===== config.mk =====
export PLATFORM = sky130hd
export DESIGN_NAME = muntjac_operand_fetch
export DESIGN_NICKNAME = d
export VERILOG_FILES = /design/src/rtl/muntjac_pkg.sv /design/src/rtl/muntjac_scoreboard.sv /design/src/rtl/muntjac_operand_fetch.sv
export SDC_FILE = /design/constraint.sdc
export NUM_CORES = 1
export LEC_CHECK = 0
export ABC_CLOCK_PERIOD_IN_PS = 3600
export CAP_MARGIN = 20
export CORE_AREA = 5 5 241 243
export CTS_CLUSTER_DIAMETER = 100
export DETAILED_ROUTE_END_ITERATION = 8
export DIE_AREA = 0 0 246 248
export REMOVE_ABC_BUFFERS = 1
export SLEW_MARGIN = 20
export SYNTH_ARGS = -nofsm -noshare
export SYNTH_HDL_FRONTEND = slang
export SYNTH_HIERARCHICAL = 1
export SYNTH_SLANG_ARGS = --single-unit

===== constraint.sdc =====
create_clock -name clk_i -period 3.6 [get_ports clk_i]
set_input_delay 0.36 -clock clk_i [delete_from_list [all_inputs] [get_ports clk_i]]
set_output_delay 0.36 -clock clk_i [all_outputs]
set_load 0.05 [all_outputs]

===== src/rtl/muntjac_pkg.sv =====
// Shared types for the muntjac operand-fetch slice: register index, decode request bundle
// and a one-hot decoder that never selects x0.
package muntjac_pkg;

    typedef logic [4:0] reg_idx_t;

    localparam reg_idx_t REG_ZERO = 5'd0;

    typedef struct packed {
        reg_idx_t rs1;
        reg_idx_t rs2;
        logic     use_rs1;
        logic     use_rs2;
        reg_idx_t rd;
        logic     writes_rd;
    } op_fetch_req_t;

    function automatic logic [31:0] idx_onehot(input reg_idx_t idx, input logic en);
        idx_onehot = '0;
        if (en && idx != REG_ZERO) begin
            idx_onehot[idx] = 1'b1;
        end
    endfunction

endpackage


===== src/rtl/muntjac_scoreboard.sv =====
// Per-register busy scoreboard (x1..x31) with set, writeback clear, flush clear and hazard queries.
// MUNTJAC_OPFETCH_BYPASS_EN selects whether RAW queries see a same-cycle writeback clear.
module muntjac_scoreboard
    import muntjac_pkg::*;
(
    input  logic       clk_i,
    input  logic       rst_ni,
    input  logic       set_i,
    input  logic [4:0] set_idx_i,
    input  logic       clr_i,
    input  logic [4:0] clr_idx_i,
    input  logic       flush_clr_i,
    input  logic [4:0] flush_idx_i,
    input  logic [4:0] raw_a_idx_i,
    output logic       raw_a_busy_o,
    input  logic [4:0] raw_b_idx_i,
    output logic       raw_b_busy_o,
    input  logic [4:0] waw_idx_i,
    output logic       waw_busy_o
);

    logic [31:1] busy_q;
    logic [31:1] busy_d;
    logic [31:0] busy;
    logic [31:0] busy_eff;
    logic [31:0] set_vec;
    logic [31:0] clr_vec;
    logic [31:0] fclr_vec;
    logic [31:0] next_vec;

    assign busy     = {busy_q, 1'b0};
    assign set_vec  = idx_onehot(set_idx_i, set_i);
    assign clr_vec  = idx_onehot(clr_idx_i, clr_i);
    assign fclr_vec = idx_onehot(flush_idx_i, flush_clr_i);
    assign busy_eff = busy & ~clr_vec;

    // Set is applied last so a new writer wins over a retiring one on the same index.
    assign next_vec = (busy_eff & ~fclr_vec) | set_vec;
    assign busy_d   = next_vec[31:1];

`ifdef MUNTJAC_OPFETCH_BYPASS_EN
    assign raw_a_busy_o = busy_eff[raw_a_idx_i];
    assign raw_b_busy_o = busy_eff[raw_b_idx_i];
`else
    assign raw_a_busy_o = busy[raw_a_idx_i];
    assign raw_b_busy_o = busy[raw_b_idx_i];
`endif
    assign waw_busy_o = busy_eff[waw_idx_i];

    logic unused_bit0;
    assign unused_bit0 = next_vec[0];

    always_ff @(posedge clk_i or negedge rst_ni) begin
        if (!rst_ni) begin
            busy_q <= '0;
        end else begin
            busy_q <= busy_d;
        end
    end

endmodule


===== src/rtl/muntjac_operand_fetch.sv =====
// Operand-fetch stage: register file reads, busy-scoreboard interlock and a one-entry output register.
// MUNTJAC_OPFETCH_BYPASS_EN enables same-cycle writeback forwarding into the operands.
module muntjac_operand_fetch
    import muntjac_pkg::*;
#(
    parameter int DataWidth    = 64,
    parameter int PayloadWidth = 128
) (
    input  logic                    clk_i,
    input  logic                    rst_ni,
    input  logic                    de_valid_i,
    output logic                    de_ready_o,
    input  logic [4:0]              de_rs1_i,
    input  logic [4:0]              de_rs2_i,
    input  logic                    de_use_rs1_i,
    input  logic                    de_use_rs2_i,
    input  logic [4:0]              de_rd_i,
    input  logic                    de_writes_rd_i,
    input  logic [PayloadWidth-1:0] de_payload_i,
    output logic [4:0]              rf_raddr_a_o,
    input  logic [DataWidth-1:0]    rf_rdata_a_i,
    output logic [4:0]              rf_raddr_b_o,
    input  logic [DataWidth-1:0]    rf_rdata_b_i,
    input  logic                    wb_valid_i,
    input  logic                    wb_we_i,
    input  logic [4:0]              wb_rd_i,
    input  logic [DataWidth-1:0]    wb_data_i,
    output logic                    ex_valid_o,
    input  logic                    ex_ready_i,
    output logic [DataWidth-1:0]    ex_rs1_data_o,
    output logic [DataWidth-1:0]    ex_rs2_data_o,
    output logic [4:0]              ex_rd_o,
    output logic                    ex_writes_rd_o,
    output logic [PayloadWidth-1:0] ex_payload_o,
    input  logic                    flush_i
);

    op_fetch_req_t req;
    assign req = '{rs1: de_rs1_i, rs2: de_rs2_i, use_rs1: de_use_rs1_i, use_rs2: de_use_rs2_i,
                   rd: de_rd_i, writes_rd: de_writes_rd_i};

    logic                    ex_valid_q, ex_valid_d;
    logic [DataWidth-1:0]    ex_rs1_q, ex_rs1_d;
    logic [DataWidth-1:0]    ex_rs2_q, ex_rs2_d;
    logic [4:0]              ex_rd_q, ex_rd_d;
    logic                    ex_writes_rd_q, ex_writes_rd_d;
    logic [PayloadWidth-1:0] ex_payload_q, ex_payload_d;

    logic raw_a_busy, raw_b_busy, waw_busy;
    logic hazard, slot_free, accept, flush_clr;

    assign rf_raddr_a_o = req.rs1;
    assign rf_raddr_b_o = req.rs2;

    // A flushed writer never reaches writeback, so its busy bit must be released here;
    // one consumed in the same cycle still retires through wb_valid_i.
    assign flush_clr = flush_i && ex_valid_q && ex_writes_rd_q && !ex_ready_i;

    muntjac_scoreboard u_scoreboard (
        .clk_i        (clk_i),
        .rst_ni       (rst_ni),
        .set_i        (accept && req.writes_rd),
        .set_idx_i    (req.rd),
        .clr_i        (wb_valid_i),
        .clr_idx_i    (wb_rd_i),
        .flush_clr_i  (flush_clr),
        .flush_idx_i  (ex_rd_q),
        .raw_a_idx_i  (req.rs1),
        .raw_a_busy_o (raw_a_busy),
        .raw_b_idx_i  (req.rs2),
        .raw_b_busy_o (raw_b_busy),
        .waw_idx_i    (req.rd),
        .waw_busy_o   (waw_busy)
    );

    assign hazard = (req.use_rs1 && req.rs1 != REG_ZERO && raw_a_busy) ||
                    (req.use_rs2 && req.rs2 != REG_ZERO && raw_b_busy) ||
                    (req.writes_rd && req.rd != REG_ZERO && waw_busy);

    assign slot_free  = !ex_valid_q || ex_ready_i;
    assign de_ready_o = slot_free && !hazard && !flush_i;
    assign accept     = de_valid_i && de_ready_o;

    logic [DataWidth-1:0] op_a, op_b;

`ifdef MUNTJAC_OPFETCH_BYPASS_EN
    logic wb_fwd;
    assign wb_fwd = wb_valid_i && wb_we_i;

    always_comb begin
        op_a = rf_rdata_a_i;
        op_b = rf_rdata_b_i;
        if (req.rs1 == REG_ZERO) begin
            op_a = '0;
        end else if (wb_fwd && wb_rd_i == req.rs1) begin
            op_a = wb_data_i;
        end
        if (req.rs2 == REG_ZERO) begin
            op_b = '0;
        end else if (wb_fwd && wb_rd_i == req.rs2) begin
            op_b = wb_data_i;
        end
    end
`else
    logic unused_wb;
    assign unused_wb = ^{wb_we_i, wb_data_i};

    always_comb begin
        op_a = (req.rs1 == REG_ZERO) ? '0 : rf_rdata_a_i;
        op_b = (req.rs2 == REG_ZERO) ? '0 : rf_rdata_b_i;
    end
`endif

    always_comb begin
        ex_valid_d     = ex_valid_q;
        ex_rs1_d       = ex_rs1_q;
        ex_rs2_d       = ex_rs2_q;
        ex_rd_d        = ex_rd_q;
        ex_writes_rd_d = ex_writes_rd_q;
        ex_payload_d   = ex_payload_q;
        if (flush_i) begin
            ex_valid_d = 1'b0;
        end else if (accept) begin
            ex_valid_d     = 1'b1;
            ex_rs1_d       = op_a;
            ex_rs2_d       = op_b;
            ex_rd_d        = req.rd;
            ex_writes_rd_d = req.writes_rd;
            ex_payload_d   = de_payload_i;
        end else if (ex_ready_i) begin
            ex_valid_d = 1'b0;
        end
    end

    always_ff @(posedge clk_i or negedge rst_ni) begin
        if (!rst_ni) begin
            ex_valid_q     <= 1'b0;
            ex_rs1_q       <= '0;
            ex_rs2_q       <= '0;
            ex_rd_q        <= '0;
            ex_writes_rd_q <= 1'b0;
            ex_payload_q   <= '0;
        end else begin
            ex_valid_q     <= ex_valid_d;
            ex_rs1_q       <= ex_rs1_d;
            ex_rs2_q       <= ex_rs2_d;
            ex_rd_q        <= ex_rd_d;
            ex_writes_rd_q <= ex_writes_rd_d;
            ex_payload_q   <= ex_payload_d;
        end
    end

    assign ex_valid_o     = ex_valid_q;
    assign ex_rs1_data_o  = ex_rs1_q;
    assign ex_rs2_data_o  = ex_rs2_q;
    assign ex_rd_o        = ex_rd_q;
    assign ex_writes_rd_o = ex_writes_rd_q;
    assign ex_payload_o   = ex_payload_q;

endmodule

==> impl_metrics.csv, run 1 <==
group,metric,value,unit
sta,maxSlewViolCount,0,
setup_path,endpoint_kind,"output port",
cts,cts_htree_levels,2,
cts,clkLatencyLatePin,0.52,ns
routing,wl_per_cell,18.2,um
power,max-vdd-ir-drop,0.000313,V
hold_path,min_path_type,"in -> reg",
grt,grt.total_usage,14.1,%
power,powerDensity,633,nW/um2
layout,fillCellCount,5398,
synth,synth_ff_type,"sky130_fd_sc_hd__dfrtp_1",
sta,timing_hold_violations_final,0,
grt,grt_antenna_before_repair,0,
synth,synthDistinctLibCells,55,
layout,final_layout_size_suffix_gt1_share,10.1,%
routing,routed_wl,45600,um
setup_path,ff2ff_setup_slack,0.27,ns
layout,stdcell_area,21500,um2
cts,cts-buffers-inserted,35,
synth,syn_inst,1118,
status,outcome,"finished, final reports clean",
setup_path,rr_endpoint,"u_scoreboard/busy_q[27]",
floorplanning,placement_rows,87,
layout,antenna_cells_inserted,0,
hold_path,hold_path_end,"ex_rs2_data_o[44]",
sta,period_minus_slack,3.47,ns
synth,seq_area_frac_synth,54.0,%
routing,post_detailed_route_count_of_antenna_violating_nets,0,
grt,via_count_of_the_first_global_routing_pass,11400,
synth,ys_ff_latch,294,
placement,dpl_worst_slack,-0.335,ns
placement,finalWeightedCongestion,0.911,
sta,tns,0,ns
synth,synth_warnings,6,
floorplanning,die_w,246,um
synth,mappedNetlistArea,13600,um2
routing,vias_per_cell,4.29,
routing,remaining_drc_errors,0,
power,p_leak,0.00944,uW
sta,setup_slack,0.131,ns
placement,buffer_ports.inserted,558,
sta,report.final.setup_viol,0,
sta,rsz_0062_raised_after_global_routing,"no",
routing,detailedRoute.firstIterationViolations,462,
layout,finalNetCount,2082,
setup_path,start_kind,"register",
floorplanning,floorplan.initialDensity,24.4,%
setup_path,startpoint,"u_scoreboard/busy_q[11]",
synth,synth_enable_flop_cells,0,
cts,cts.path.max_buffers,3,
floorplanning,fp.dieArea,61000,um2
floorplanning,design.portCount,624,
cts,clk_pin_slew,0.05,ns
sta,final.hold.worst_slack,0.386,ns
grt,globalRouteOverflowTotal,0,
setup_path,crit_fanout,4,
layout,multi_input_area,5160,um2
cts,clock_tree.root_cell,"sky130_fd_sc_hd__clkbuf_16",
floorplanning,die_height,248,um
layout,final_common_cell,"sky130_fd_sc_hd__clkdlybuf4s50_1",
routing,drt_pass1_iterations,4,
sta,worst_slew_margin_rel,38.7,%
cts,cts_num_sinks,294,
layout,area.sequential,7360,um2
cts,tritoncts,"built",
layout,area_growth_syn_to_layout,58.2,%
grt,grt_pass1_wl,68700,um
routing,dr_total_vias,10800,
hold_path,hold_path_depth,3,
hold_path,hold_path_origin,"rf_rdata_b_i[44]",
sta,final.period_utilization,96.3,%
setup_path,timing_worst_setup_path_type,"reg -> out",
sta,max_slew.worst_pin.slew,0.919,ns
setup_path,timing.critical_path.required,3.24,ns
layout,most-common-layout-cells,"sky130_fd_sc_hd__clkdlybuf4s50_1 (555), sky130_fd_sc_hd__dfrtp_1 (294), sky130_fd_sc_hd__nand2_1 (154)",
setup_path,cp_data_arrival_time,3.11,ns
synth,async_flop_share,100,%
placement,detailed_place_hpwl,35100,um
placement,post_dp_cell_area,20400,um2
run,cap_violations,0,
sta,skew,0.0156,ns
grt,grt_start_max_net_pins,114,
floorplanning,area_of_the_core,55700,um2
setup_path,rr_worst_depth,10,
sta,fmax,288,MHz
setup_path,r2r_start,"u_scoreboard/busy_q[27]",
synth,syn_avg_cell_area,12.2,um2
[what timing repair did]
item	in CTS	in global routing
hold buffers	1	0
pin swaps	1	4
endpoints found under the setup margin	1	6
gates cloned	0	1
setup buffers	0	1
resized for setup	0	2
endpoints found under the hold margin	104	0
[report_power, final]
part	switching [uW]	leakage [uW]	internal, uW	total, uW
clock network	1370	0.000544	2050	3430
logic	3650	0.00540	2060	5720
registers	457	0.00350	4040	4500
[worst max path at each step]
stage	end	slack (ns)	depth (start not counted)
floorplan	ex_payload_o[0]	-32.20	6
global placement	u_scoreboard/busy_q[11]	-0.30	13
detailed placement	u_scoreboard/busy_q[27]	-0.33	12
CTS	de_ready_o	0.006	10
global route	de_ready_o	0.03	12
finish	de_ready_o	0.13	8
[synth_stat cells, types with 4 or more instances]
cell type	n	area share, %
sky130_fd_sc_hd__mux4_2	19	3.1
sky130_fd_sc_hd__buf_12	11	1.6
sky130_fd_sc_hd__nand4_1	5	0.23
sky130_fd_sc_hd__nand2b_1	9	0.41
sky130_fd_sc_hd__a31oi_1	5	0.23
sky130_fd_sc_hd__o211ai_1	11	0.61
sky130_fd_sc_hd__nor2b_1	12	0.55
sky130_fd_sc_hd__mux2_2	9	0.74
sky130_fd_sc_hd__clkbuf_1	27	0.74
sky130_fd_sc_hd__buf_6	14	1.2
sky130_fd_sc_hd__mux2i_1	141	10
sky130_fd_sc_hd__buf_2	6	0.22
sky130_fd_sc_hd__nand2_1	154	4.2
sky130_fd_sc_hd__o21ai_0	21	0.77
sky130_fd_sc_hd__nor3_1	6	0.22
sky130_fd_sc_hd__o221ai_1	6	0.39
sky130_fd_sc_hd__nand3_1	8	0.29
sky130_fd_sc_hd__inv_1	131	3.6
sky130_fd_sc_hd__a32oi_1	4	0.26
sky130_fd_sc_hd__a22oi_1	9	0.50
sky130_fd_sc_hd__dfrtp_1	294	54
sky130_fd_sc_hd__buf_4	11	0.61
sky130_fd_sc_hd__o22ai_1	4	0.18
sky130_fd_sc_hd__mux2_1	130	11
sky130_fd_sc_hd__a22o_1	8	0.51
sky130_fd_sc_hd__nor2_1	9	0.25
[final cells by class]
cell class              count  area share, %
multi-input cells         621           23.9
repair buffers            649           30.1
well taps                 756           4.39
clock buffers              57           5.05
inverters                 131           2.28
flip-flops and latches    294           34.1
clock inverters             2         0.0639
[state kept, by name, summed over array words and instances, names as in the netlist]
name / count
ex_payload_o: 128
ex_rs1_data_o: 64
ex_rs2_data_o: 64
u_scoreboard/busy_q: 31
ex_rd_o: 5
ex_valid_o: 1
ex_writes_rd_o: 1
[worst max-delay path, cell delays in order (launching register included)]
cell	delay, ns
sky130_fd_sc_hd__dfrtp_1	0.45
sky130_fd_sc_hd__mux4_2	0.51
sky130_fd_sc_hd__mux4_2	0.48
sky130_fd_sc_hd__mux2_2	0.27
sky130_fd_sc_hd__o211ai_1	0.19
sky130_fd_sc_hd__nand2_1	0.18
sky130_fd_sc_hd__nor4_2	0.24
sky130_fd_sc_hd__buf_4	0.16
sky130_fd_sc_hd__buf_12	0.12
[routing by layer]
metal  vias to the layer above  global-route usage [%]  part of all wire (%)
li1                       5024                       -                     -
met1                      5234                    17.8                    41
met2                       455                    23.5                    48
met3                        54                    4.86                   9.2
met4                         0                    3.13                   1.8
met5                         -                       0                     0
[through the flow]
step | util, % | cells | power [uW]
6_report | 38.7 | 2510 | 13600
3_5_place_dp | 36.6 | 2448 | 10300
4_1_cts | 38.6 | 2508 | 13800
3_3_place_gp | 36.6 | 2448 | 10300
5_1_grt | 38.7 | 2510 | 14300
2_1_floorplan | - | 1046 | 8230
[cells by family (layout without fill, tap and decap cells)]
kind of cell	count (synthesis)	in the layout	synth area share [%]
buffers and inverters	203	839	8.29
xor gates and xnor gates	1	1	0.0643
DFF	294	294	54.0
and+or+nand+nor	230	230	7.77
AOI/OAI and AO/OA	91	91	4.88
muxes	299	299	25.0
Power figures use the tool's default switching activity.
==> run 2, diff against run 1 <==
Settings changed: ABC_CLOCK_PERIOD_IN_PS 3600 to 3800, CELL_PAD_IN_SITES_DETAIL_PLACEMENT set to 1, CELL_PAD_IN_SITES_GLOBAL_PLACEMENT set to 1, CORE_AREA 5 5 241 243 to 5 5 239 241, DIE_AREA 0 0 246 248 to 0 0 244 246, GPL_TIMING_DRIVEN set to 0, PLACE_DENSITY_LB_ADDON set to 0.1.
Clock period 3.6 ns to 3.8 ns, I/O delays scaled along.
==> run 2 against run 1 <==
  * Power decreased by 1.5%
  * Hold slack got worse by 0.071 ns
  * Core utilization increased by 0.26 points
  * Combinational power decreased by 4.2%
  * Routed wire length increased by 20%
  * Cell area decreased by 1.3%
  * Highest routed layer is now met5
  * Sequential cell count unchanged
  * Setup slack improved by 0.0040 ns
  * Clock power increased by 8.5%
  * Largest power group unchanged
==> impl_metrics.csv, run 2 (same netlist as run 1, synthesis figures left out) <==
group,metric,value,unit
power,p_leak,0.00929,uW
routing,dr_total_vias,10700,
power,powerDensity,632,nW/um2
floorplanning,design.portCount,624,
setup_path,timing_worst_setup_path_type,"reg -> reg",
setup_path,ff2ff_setup_slack,0.14,ns
power,max-vdd-ir-drop,0.000378,V
layout,finalNetCount,2030,
layout,area.sequential,7360,um2
sta,max_slew.worst_pin.slew,0.829,ns
cts,tritoncts,"built",
grt,via_count_of_the_first_global_routing_pass,11900,
cts,cts-buffers-inserted,39,
routing,drt_pass1_iterations,4,
grt,grt_start_max_net_pins,86,
sta,period_minus_slack,3.66,ns
layout,final_common_cell,"sky130_fd_sc_hd__clkdlybuf4s50_1",
sta,fmax,273,MHz
floorplanning,floorplan.initialDensity,24.9,%
layout,largest_reg_flops,128,
placement,detailed_place_hpwl,42900,um
setup_path,maximum_cell_stage_delay_along_the_critical_path,0.55,ns
sta,setup_slack,0.135,ns
sta,report.final.setup_viol,0,
floorplanning,die_height,246,um
floorplanning,die_w,244,um
setup_path,start_kind,"register",
floorplanning,placement_rows,86,
grt,global_route.usage.met1,20.7,%
cts,cts.path.max_buffers,3,
placement,post_dp_cell_area,19900,um2
sta,timing_hold_violations_final,0,
routing,post_detailed_route_count_of_antenna_violating_nets,0,
floorplanning,fp.dieArea,60000,um2
placement,finalWeightedCongestion,0.832,
sta,final.hold.worst_slack,0.315,ns
placement,dpl_worst_slack,-2.04,ns
grt,globalRouteOverflowTotal,0,
sta,skew,0.0150,ns
grt,grt_busiest_layer,"met2",
setup_path,path_cells,"mux4_2, mux4_2, mux2_2, o211ai_1, nor4bb_4, buf_4, buf_6, buf_6, buf_6, buf_6, buf_4, mux2_1",
sta,worst_slew_margin_rel,44.7,%
cts,cts_num_sinks,294,
floorplanning,area_of_the_core,54700,um2
cts,clkLatencyLatePin,0.54,ns
grt,grt_util_met2,30.3,%
setup_path,endpoint_kind,"register",
setup_path,crit_fanout,10,
run,cap_violations,0,
hold_path,min_path_type,"in -> async",
cts,cts_htree_levels,2,
placement,buffer_ports.inserted,558,
setup_path,timing.critical_path.required,4.22,ns
grt,grt_util_met3,6.16,%
status,outcome,"finished, final reports clean",
layout,area_growth_syn_to_layout,56.2,%
layout,multi_input_area,5240,um2
routing,vias_per_cell,4.44,
layout,fillCellCount,5905,
routing,detailedRoute.firstIterationViolations,349,
setup_path,cp_data_arrival_time,4.08,ns
cts,clock_tree.root_cell,"sky130_fd_sc_hd__clkbuf_16",
layout,final_layout_size_suffix_gt1_share,8.55,%
setup_path,rr_worst_depth,12,
layout,most-common-layout-cells,"sky130_fd_sc_hd__clkdlybuf4s50_1 (543), sky130_fd_sc_hd__dfrtp_1 (294), sky130_fd_sc_hd__nand2_1 (154)",
sta,final.period_utilization,96.4,%
routing,routed_wl,54700,um
setup_path,timing.critical_path.slowest_stage_cell,"sky130_fd_sc_hd__mux4_2",
routing,remaining_drc_errors,0,
grt,grt.total_usage,17.5,%
grt,grt_antenna_before_repair,10,
cts,clk_pin_slew,0.06,ns
layout,stdcell_area,21300,um2
sta,maxSlewViolCount,0,
routing,wl_per_cell,22.6,um
setup_path,critPathMostFrequentCell,"sky130_fd_sc_hd__buf_6",
grt,grt_pass1_wl,80100,um
## run 2: cell types whose count changed in the layout (fill, tap and decap cells not counted), moves of 3 or more
cell,delta
sky130_fd_sc_hd__dlygate4sd2_1,+6
sky130_fd_sc_hd__diode_2,+4
sky130_fd_sc_hd__buf_16,+4
sky130_fd_sc_hd__buf_12,-14
sky130_fd_sc_hd__clkdlybuf4s15_2,+4
sky130_fd_sc_hd__clkinv_2,+4
sky130_fd_sc_hd__buf_4,-63
sky130_fd_sc_hd__clkbuf_16,+3
sky130_fd_sc_hd__clkdlybuf4s50_1,-12
sky130_fd_sc_hd__buf_6,+16
## run 2: metal layers
metal / routed length [um] / share of wire (%) / up-vias
li1: - / - / 4929
met1: 21600 / 40 / 5368
met2: 27200 / 50 / 351
met3: 4500 / 8.2 / 75
met4: 1270 / 2.3 / 14
met5: 95 / 0.17 / -
## run 2: cell type report
cell class | instances | area share, %
sequential | 294 | 34.6
timing repair buffer | 593 | 28.3
multi-input combinational | 621 | 24.6
clock buffer | 60 | 5.52
tap | 704 | 4.14
inverter | 131 | 2.31
clock inverter | 9 | 0.535
antenna | 4 | 0.0470
## run 2: per-stage QoR
stage / TNS (ns) / total power (uW) / util [%] / cells
floorplan: -9028.52 / 7800 / - / 1046
global placement: - / 8980 / 35.6 / 2308
detailed placement: -376.95 / 9840 / 36.4 / 2344
CTS: -0.0211 / 13700 / 38.9 / 2413
global route: -0.0218 / 14100 / 38.9 / 2415
finish: 0 / 13400 / 38.9 / 2416
## run 2: timing repair
action,4_1_cts,5_1_grt
buffers inserted,1,1
hold buffers,1,0
setup endpoints to repair,287,100
pin swaps,0,1
hold endpoints to repair,45,0
resized for setup,33,15
## run 2: final timing paths
check                                          endpoint                   start
worst min-delay path                  ex_payload_o[122]                  rst_ni
worst max-delay path                  ex_payload_o[118]  u_scoreboard/busy_q[7]
min in group clk_i              u_scoreboard/busy_q[23]              de_rd_i[0]
max in group asynchronous             ex_rs2_data_o[32]                  rst_ni
worst min register to register         ex_payload_o[87]        ex_payload_o[87]
worst max register to register        ex_payload_o[118]  u_scoreboard/busy_q[7]
## run 2: where the power goes
group	switching, uW	internal [uW]
Sequential	420	3830
Clock	1450	2270
Combinational	3570	1910
Total	5440	8000
## run 2: critical path: cells and delay by family (launching register included)
family | cells | cell delay, ns
multiplexers | 4 | 1.61
buffers and inverters | 6 | 1.08
flip-flops | 1 | 0.42
AND/OR/NAND/NOR | 1 | 0.30
AO/OA/AOI/OAI | 1 | 0.11
